**config.mk**
```make
export PLATFORM = sky130hd
export DESIGN_NAME = microcode_sequencer_flat
export DESIGN_NICKNAME = d
export VERILOG_FILES = /design/src/rtl/microcode_sequencer_if.sv /design/src/rtl/microcode_sequencer.sv /design/src/flat_wrapper.sv
export SDC_FILE = /design/constraint.sdc
export NUM_CORES = 1
export LEC_CHECK = 0
export ABC_AREA = 1
export BUFFER_PORTS_ARGS = -buffer_cell sky130_fd_sc_hd__buf_2
export CORE_MARGIN = 5
export CORE_UTILIZATION = 41
export DETAILED_ROUTE_END_ITERATION = 8
export GPL_TIMING_DRIVEN = 1
export PLACE_DENSITY = 0.81
export SYNTH_ARGS = -nofsm -noshare
export SYNTH_HDL_FRONTEND = slang
export SYNTH_SLANG_ARGS = --single-unit
```
**constraint.sdc**
```tcl
create_clock -name i_clk -period 3.1 [get_ports i_clk]
set_input_delay 0.465 -clock i_clk [delete_from_list [all_inputs] [get_ports i_clk]]
set_output_delay 0.465 -clock i_clk [all_outputs]
set_load 0.02 [all_outputs]
```
**src/rtl/microcode_sequencer_if.sv**
```systemverilog
// Fetch, control-store and datapath signals of the microcode sequencer.
// master = sequencer side, slave = memory/control-store/datapath side.
interface microcode_sequencer_if #(
  parameter int INSTR_W  = 8,
  parameter int STEP_W   = 3,
  parameter int CTRL_W   = 16,
  parameter int FLAG_W   = 2,
  parameter int ALU_OP_W = 3
);
  logic [INSTR_W-1:0]               i_instruction;
  logic                             i_instrValid;
  logic                             o_instrReq;
  logic [FLAG_W-1:0]                i_flags;
  logic                             i_flagsWr;
  logic                             i_stall;
  logic                             i_continue;
  logic [FLAG_W+INSTR_W+STEP_W-1:0] o_csAddr;
  logic [CTRL_W:0]                  i_csData;
  logic [CTRL_W-1:0]                o_ctrl;
  logic [ALU_OP_W-1:0]              o_aluMode;
  logic [INSTR_W-1:0]               o_immediate;
  logic                             o_hlt;
  logic                             o_stepOverflow;

  modport master (
    input  i_instruction, i_instrValid, i_flags, i_flagsWr, i_stall, i_continue, i_csData,
    output o_instrReq, o_csAddr, o_ctrl, o_aluMode, o_immediate, o_hlt, o_stepOverflow
  );

  modport slave (
    output i_instruction, i_instrValid, i_flags, i_flagsWr, i_stall, i_continue, i_csData,
    input  o_instrReq, o_csAddr, o_ctrl, o_aluMode, o_immediate, o_hlt, o_stepOverflow
  );
endinterface

```
**src/rtl/microcode_sequencer.sv**
```systemverilog
// Microprogram sequencer: fetch (1 cycle), then one control word per step until uEnd/overflow.
// Backpressure: i_instrValid low holds FETCH; i_stall freezes the step and masks write enables.
module microcode_sequencer #(
  parameter int                 INSTR_W    = 8,
  parameter int                 STEP_W     = 3,
  parameter int                 CTRL_W     = 16,
  parameter int                 FLAG_W     = 2,
  parameter int                 IMM_LSB    = 3,
  parameter int                 IMM_W      = 3,
  parameter int                 ALU_OP_W   = 3,
  parameter logic [CTRL_W-1:0]  STALL_MASK = 16'h7FFF,
  parameter logic [INSTR_W-1:0] HLT_OPCODE = '1
) (
  input logic                   i_clk,
  input logic                   i_reset,
  microcode_sequencer_if.master bus
);

  typedef enum logic [1:0] {S_FETCH, S_EXECUTE, S_HALT} state_t;

  localparam logic [STEP_W-1:0] STEP_LAST = '1;

  state_t              state_q, state_d;
  logic [INSTR_W-1:0]  instr_q, instr_d;
  logic [STEP_W-1:0]   step_q, step_d;
  logic [FLAG_W-1:0]   flags_q, flags_d;
  logic                ovf_q, ovf_d;

  logic                u_end;
  logic [CTRL_W-1:0]   cs_word;
  logic                instr_req;
  logic                hlt;
  logic [CTRL_W-1:0]   ctrl;

  assign u_end   = bus.i_csData[CTRL_W];
  assign cs_word = bus.i_csData[CTRL_W-1:0];

  always_ff @(posedge i_clk) begin
    if (!i_reset) begin
      state_q <= S_FETCH;
      instr_q <= '0;
      step_q  <= '0;
      flags_q <= '0;
      ovf_q   <= 1'b0;
    end else begin
      state_q <= state_d;
      instr_q <= instr_d;
      step_q  <= step_d;
      flags_q <= flags_d;
      ovf_q   <= ovf_d;
    end
  end

  always_comb begin
    state_d = state_q;
    instr_d = instr_q;
    step_d  = step_q;
    ovf_d   = ovf_q;
    flags_d = bus.i_flagsWr ? bus.i_flags : flags_q;
    case (state_q)
      S_FETCH: begin
        if (bus.i_instrValid) begin
          instr_d = bus.i_instruction;
          step_d  = '0;
          state_d = (bus.i_instruction == HLT_OPCODE) ? S_HALT : S_EXECUTE;
        end
      end
      S_EXECUTE: begin
        // A stalled step is replayed, so it may neither end nor advance.
        if (!bus.i_stall) begin
          if (u_end) begin
            state_d = S_FETCH;
            step_d  = '0;
          end else if (step_q == STEP_LAST) begin
            state_d = S_FETCH;
            step_d  = '0;
            ovf_d   = 1'b1;
          end else begin
            step_d = step_q + STEP_W'(1);
          end
        end
      end
      S_HALT: begin
        if (bus.i_continue) state_d = S_FETCH;
      end
      default: state_d = S_FETCH;
    endcase
  end

  always_comb begin
    instr_req = 1'b0;
    hlt       = 1'b0;
    ctrl      = '0;
    if (i_reset) begin
      case (state_q)
        S_FETCH:   instr_req = 1'b1;
        S_EXECUTE: ctrl = bus.i_stall ? (cs_word & ~STALL_MASK) : cs_word;
        S_HALT:    hlt = 1'b1;
        default:   ;
      endcase
    end
  end

  assign bus.o_instrReq     = instr_req;
  assign bus.o_hlt          = hlt;
  assign bus.o_ctrl         = ctrl;
  assign bus.o_csAddr       = {flags_q, instr_q, step_q};
  assign bus.o_aluMode      = instr_q[ALU_OP_W-1:0];
  assign bus.o_immediate    = INSTR_W'(instr_q[IMM_LSB +: IMM_W]);
  assign bus.o_stepOverflow = ovf_q;

endmodule

```
**src/flat_wrapper.sv**
```systemverilog
// flat-port wrapper written by rule: the top's interface ports become plain ports
module microcode_sequencer_flat 
#(
  parameter int                 INSTR_W    = 8,
  parameter int                 STEP_W     = 3,
  parameter int                 CTRL_W     = 16,
  parameter int                 FLAG_W     = 2,
  parameter int                 IMM_LSB    = 3,
  parameter int                 IMM_W      = 3,
  parameter int                 ALU_OP_W   = 3,
  parameter logic [CTRL_W-1:0]  STALL_MASK = 16'h7FFF,
  parameter logic [INSTR_W-1:0] HLT_OPCODE = '1
)
  (i_clk, i_reset, bus_i_instruction, bus_i_instrValid, bus_i_flags, bus_i_flagsWr, bus_i_stall, bus_i_continue, bus_i_csData, bus_o_instrReq, bus_o_csAddr, bus_o_ctrl, bus_o_aluMode, bus_o_immediate, bus_o_hlt, bus_o_stepOverflow);
  microcode_sequencer_if #(.INSTR_W(INSTR_W), .STEP_W(STEP_W), .CTRL_W(CTRL_W), .FLAG_W(FLAG_W), .ALU_OP_W(ALU_OP_W)) bus_i ();
  input logic i_clk;
  input logic i_reset;
  input wire logic [$bits(bus_i.i_instruction)-1:0] bus_i_instruction;
  input wire logic [$bits(bus_i.i_instrValid)-1:0] bus_i_instrValid;
  input wire logic [$bits(bus_i.i_flags)-1:0] bus_i_flags;
  input wire logic [$bits(bus_i.i_flagsWr)-1:0] bus_i_flagsWr;
  input wire logic [$bits(bus_i.i_stall)-1:0] bus_i_stall;
  input wire logic [$bits(bus_i.i_continue)-1:0] bus_i_continue;
  input wire logic [$bits(bus_i.i_csData)-1:0] bus_i_csData;
  output wire logic [$bits(bus_i.o_instrReq)-1:0] bus_o_instrReq;
  output wire logic [$bits(bus_i.o_csAddr)-1:0] bus_o_csAddr;
  output wire logic [$bits(bus_i.o_ctrl)-1:0] bus_o_ctrl;
  output wire logic [$bits(bus_i.o_aluMode)-1:0] bus_o_aluMode;
  output wire logic [$bits(bus_i.o_immediate)-1:0] bus_o_immediate;
  output wire logic [$bits(bus_i.o_hlt)-1:0] bus_o_hlt;
  output wire logic [$bits(bus_i.o_stepOverflow)-1:0] bus_o_stepOverflow;
  assign bus_i.i_instruction = bus_i_instruction;
  assign bus_i.i_instrValid = bus_i_instrValid;
  assign bus_i.i_flags = bus_i_flags;
  assign bus_i.i_flagsWr = bus_i_flagsWr;
  assign bus_i.i_stall = bus_i_stall;
  assign bus_i.i_continue = bus_i_continue;
  assign bus_i.i_csData = bus_i_csData;
  assign bus_o_instrReq = bus_i.o_instrReq;
  assign bus_o_csAddr = bus_i.o_csAddr;
  assign bus_o_ctrl = bus_i.o_ctrl;
  assign bus_o_aluMode = bus_i.o_aluMode;
  assign bus_o_immediate = bus_i.o_immediate;
  assign bus_o_hlt = bus_i.o_hlt;
  assign bus_o_stepOverflow = bus_i.o_stepOverflow;
  microcode_sequencer #(.INSTR_W(INSTR_W), .STEP_W(STEP_W), .CTRL_W(CTRL_W), .FLAG_W(FLAG_W), .IMM_LSB(IMM_LSB), .IMM_W(IMM_W), .ALU_OP_W(ALU_OP_W), .STALL_MASK(STALL_MASK), .HLT_OPCODE(HLT_OPCODE)) u_core (.i_clk(i_clk), .i_reset(i_reset), .bus(bus_i));
endmodule
```
==> results.txt <==
- The worst setup path is captured at an output pin.
- After synthesis, the most frequently instantiated cells are 50 x nor2_1, 30 x nand2_1, 16 x dfxtp_1.
- During synthesis, Yosys emitted a total of 0 warnings.
- WP data arrival: 1.46 ns
- Final Max Slew Viols: 0
* Average routed wire per standard cell: 10.2 um
- For this configuration, the core starts out at a cell density of 0.432.
- Yosys instantiated no cell more often than nor2_1.
* Routability Congestion: 0.837
- Clock buffer depth: 2
- During placement, the flow inserted port buffers numbering 70.
* Layout overhead on the synthesized area: 33.4%
- Summing all multi-input logic gate instances after layout gives 497 um^2.
- Number of synthesized register bits: 16
- Final number of setup-violating endpoints: 0
* Average vias per placed instance: 4.42
- Setup TNS Final: 0 ns
* TritonCTS clock tree: built
- Cell internal power was estimated by the tool at 0.000451 W.
- Final non-filler cell area: 1270 um^2
- Setup slack of the most critical reg-to-reg path: 1.74 ns
- The signal on the critical path passes through inv_2 -> nor2_4 -> nand2_1 -> nor2_1 -> buf_2.
- Mapped cell area: 955 um^2
- Across the VDD grid, the largest voltage drop is 0.426 mV.
- Number of buffers created by CTS: 3
- Setup repair after global routing left no endpoint under its margin.
- In this run the count of I/O pins placed on the die edge is 76.
- Dividing total power by cell area gives a power density of 685 nW/um^2.
- Largest stage delay on the critical path: 0.42 ns
- Cell at the slowest stage of the critical path: dfxtp_1
- In the final layout, the share of cells above drive strength 1 is 0.377.
- Sinks on Clock Net: 16
* Time the worst path needs with I/O delays and setup: 1.92 ns
- Leading register cell type out of synthesis: dfxtp_1
- Post-cts gate resize count: 0
- After synthesis, the mean cell area works out to 6.24 um^2.
- The number of antenna violations at the first check in global routing came to 0.
- Ranked by total cell area, the synthesized netlist is headed by dfxtp_1 34%, nor2_1 20%, nand2_1 12%.
- Area of the placeable core: 2210 um^2
- The die covers 3390 um^2.
- STA puts the critical path data required time at 2.63 ns.
- Total number of nets in the final design: 252
- The number of global-route vias before repair was 971.
- Largest net degree at the start of global routing: 19
- Clock network fraction of total power: 0.120
* Synth top area share: 0.336
- The filler cells instantiated in the layout total 241.
- In this run the static leakage power is 0.751 nW.
- Setup crit start kind: register
- The first global-routing pass estimated 4000 um of wire.
- Counting both buffers and inverters, the worst setup path holds a total of 2.
* Number of distinct library cells after synthesis: 20
- In this run the cell area measured after placement is 1250 um^2.
- Total global routing overflow: 0
- X dimension of the die: 58.3 um
* Share of total power consumed by net switching: 0.483
- Number of post-CTS setup repair buffers: 0
* Violation count after the first detailed-route iteration: 14
* Combinational group share of total power: 0.542
- The worst setup path is of the register to output pin kind.
* Async S/R FF share, synth: 0
- The later pin in the worst-skew pair is clocked with a latency of 0.28 ns.
* Wirelength, routed: 2470 um
- Fin. Hold Viols: 0
- The sequential cells in the finished layout cover a total of 320 um^2.
- Top fanout value on the critical path: 17
* Post-route ant nets: 0
- Clock transition at path regs: 0.09 ns
* Path category of the worst min-delay check: primary input to register
* Diodes inserted: 0
* Final routed DRC violation total: 0
- Fraction of the yosys area taken by sequential cells: 0.336
* Number of cell rows: 17
* Synth Instances: 153
- Final period utilization: 0.620
* DP Wirelength: 2040 um
- Kind of cell adding the most delay to the critical path: simple AND/OR/NAND/NOR gates
- Number of synthesized flops with an enable pin: 0
- The clock arrives with 0.00224 ns of skew.
- The run finished with clean final reports.
- Before antenna repair, the detailed router went through 4 iterations.
- The die is 58.3 um tall.
- Cell type contributing the most total cell area after synthesis: dfxtp_1
- Timing would allow up to 520 MHz.
* Share of total power in sequential cells: 0.338
- The routed layout has 1075 vias.
* Hold-fix buffers at CTS: 0
- The root buffer cell chosen for the clock tree is clkbuf_4.
- Sw Pwr: 0.000421 W
* Total Routing Usage GR: 0.144
* Clock H-tree levels: 1
- Number of maximum-capacitance violations: 0
-- worst min-delay path, stage by stage --
cell    delay (ns)
buf_2         0.08
nor2_1        0.03
nor2_1        0.08
-- flip-flops by register name, summed over array words and instances, names as in the netlist --
signal,count
u_core.step_q,3
u_core.bus.o_stepOverflow,1
u_core.flags_q,2
u_core.instr_q,8
u_core.state_q,2
-- final cells by class --
| class | instances | share of cell area |
|---|---|---|
| Clock buffer | 3 | 0.0177 |
| Multi-Input combinational cell | 113 | 0.390 |
| Tap cell | 28 | 0.0275 |
| Inverter | 13 | 0.0383 |
| Sequential cell | 16 | 0.251 |
| Timing Repair Buffer | 70 | 0.275 |
-- per-stage QoR --
step           utilization  hold slack, ns  std cells  worst slack [ns]  power [W]
2_1_floorplan            -           0.560        157              1.42   0.000668
3_3_place_gp         0.566           0.459        240              1.25   0.000767
3_5_place_dp         0.566           0.472        240              1.24   0.000774
4_1_cts              0.576           0.401        243              1.18   0.000881
5_1_grt              0.576           0.419        243              1.04   0.000953
6_report             0.576           0.405        243              1.18   0.000872
-- final timing paths --
check	from	endpoint	cells after the start
hold / removal	bus_i_flags[0]	u_core.flags_q[0]$_SDFFE_PN0P_	3
setup / recovery	u_core.state_q[0]$_SDFFE_PN0P_	bus_o_ctrl[1]	5
setup reg to reg	u_core.state_q[0]$_SDFFE_PN0P_	u_core.state_q[0]$_SDFFE_PN0P_	7
hold reg to reg	u_core.instr_q[6]$_SDFFE_PN0P_	u_core.instr_q[6]$_SDFFE_PN0P_	2
-- kinds of logic after synthesis --
| kind of cell | share of synthesized area |
|---|---|
| buf+inv | 0.160 |
| fa+ha+maj | 0.0262 |
| flops | 0.336 |
| simple gates | 0.384 |
| compound gates | 0.0904 |
| other cells | 0.00393 |
-- layer usage --
layer  routed length (um)  global-route usage  up-vias  part of all wire
met5                    0                   0        -                 0
met4                    0              0.0232        0                 0
met3                  155              0.0401        0             0.063
met2                 1300               0.255       30              0.53
met1                 1020               0.176      466              0.41
li1                     -                   -      579                 -
-- cells in the final DEF, fill, tap and decap left out --
| cell | netlist | layout |
|---|---|---|
| nand3_2 | 2 | 2 |
| nand3_1 | 2 | 2 |
| inv_1 | 10 | 10 |
| o21ai_0 | 12 | 12 |
| a21oi_1 | 4 | 4 |
| nor2_1 | 50 | 50 |
| dfxtp_1 | 16 | 16 |
| nor2_4 | 1 | 1 |
| buf_2 | 1 | 70 |
| inv_2 | 3 | 3 |
| nand3b_1 | 1 | 1 |
| ha_1 | 2 | 2 |
| conb_1 | 1 | 5 |
| a31oi_1 | 1 | 1 |
| clkbuf_4 | 0 | 3 |
| nor3_1 | 1 | 1 |
| nand2_2 | 2 | 2 |
| nand2_1 | 30 | 30 |
-- power by group through the flow --
stage	Sequential (W)	Clock (W)	Combinational, W
after global routing	0.000302	0.000118	0.000533
after floorplan	0.000345	0	0.000323
after detailed placement	0.000300	0	0.000474
after CTS	0.000295	0.000110	0.000476
after global placement	0.000298	0	0.000469
final	0.000295	0.000104	0.000473
(Power assumes the default switching activity.)
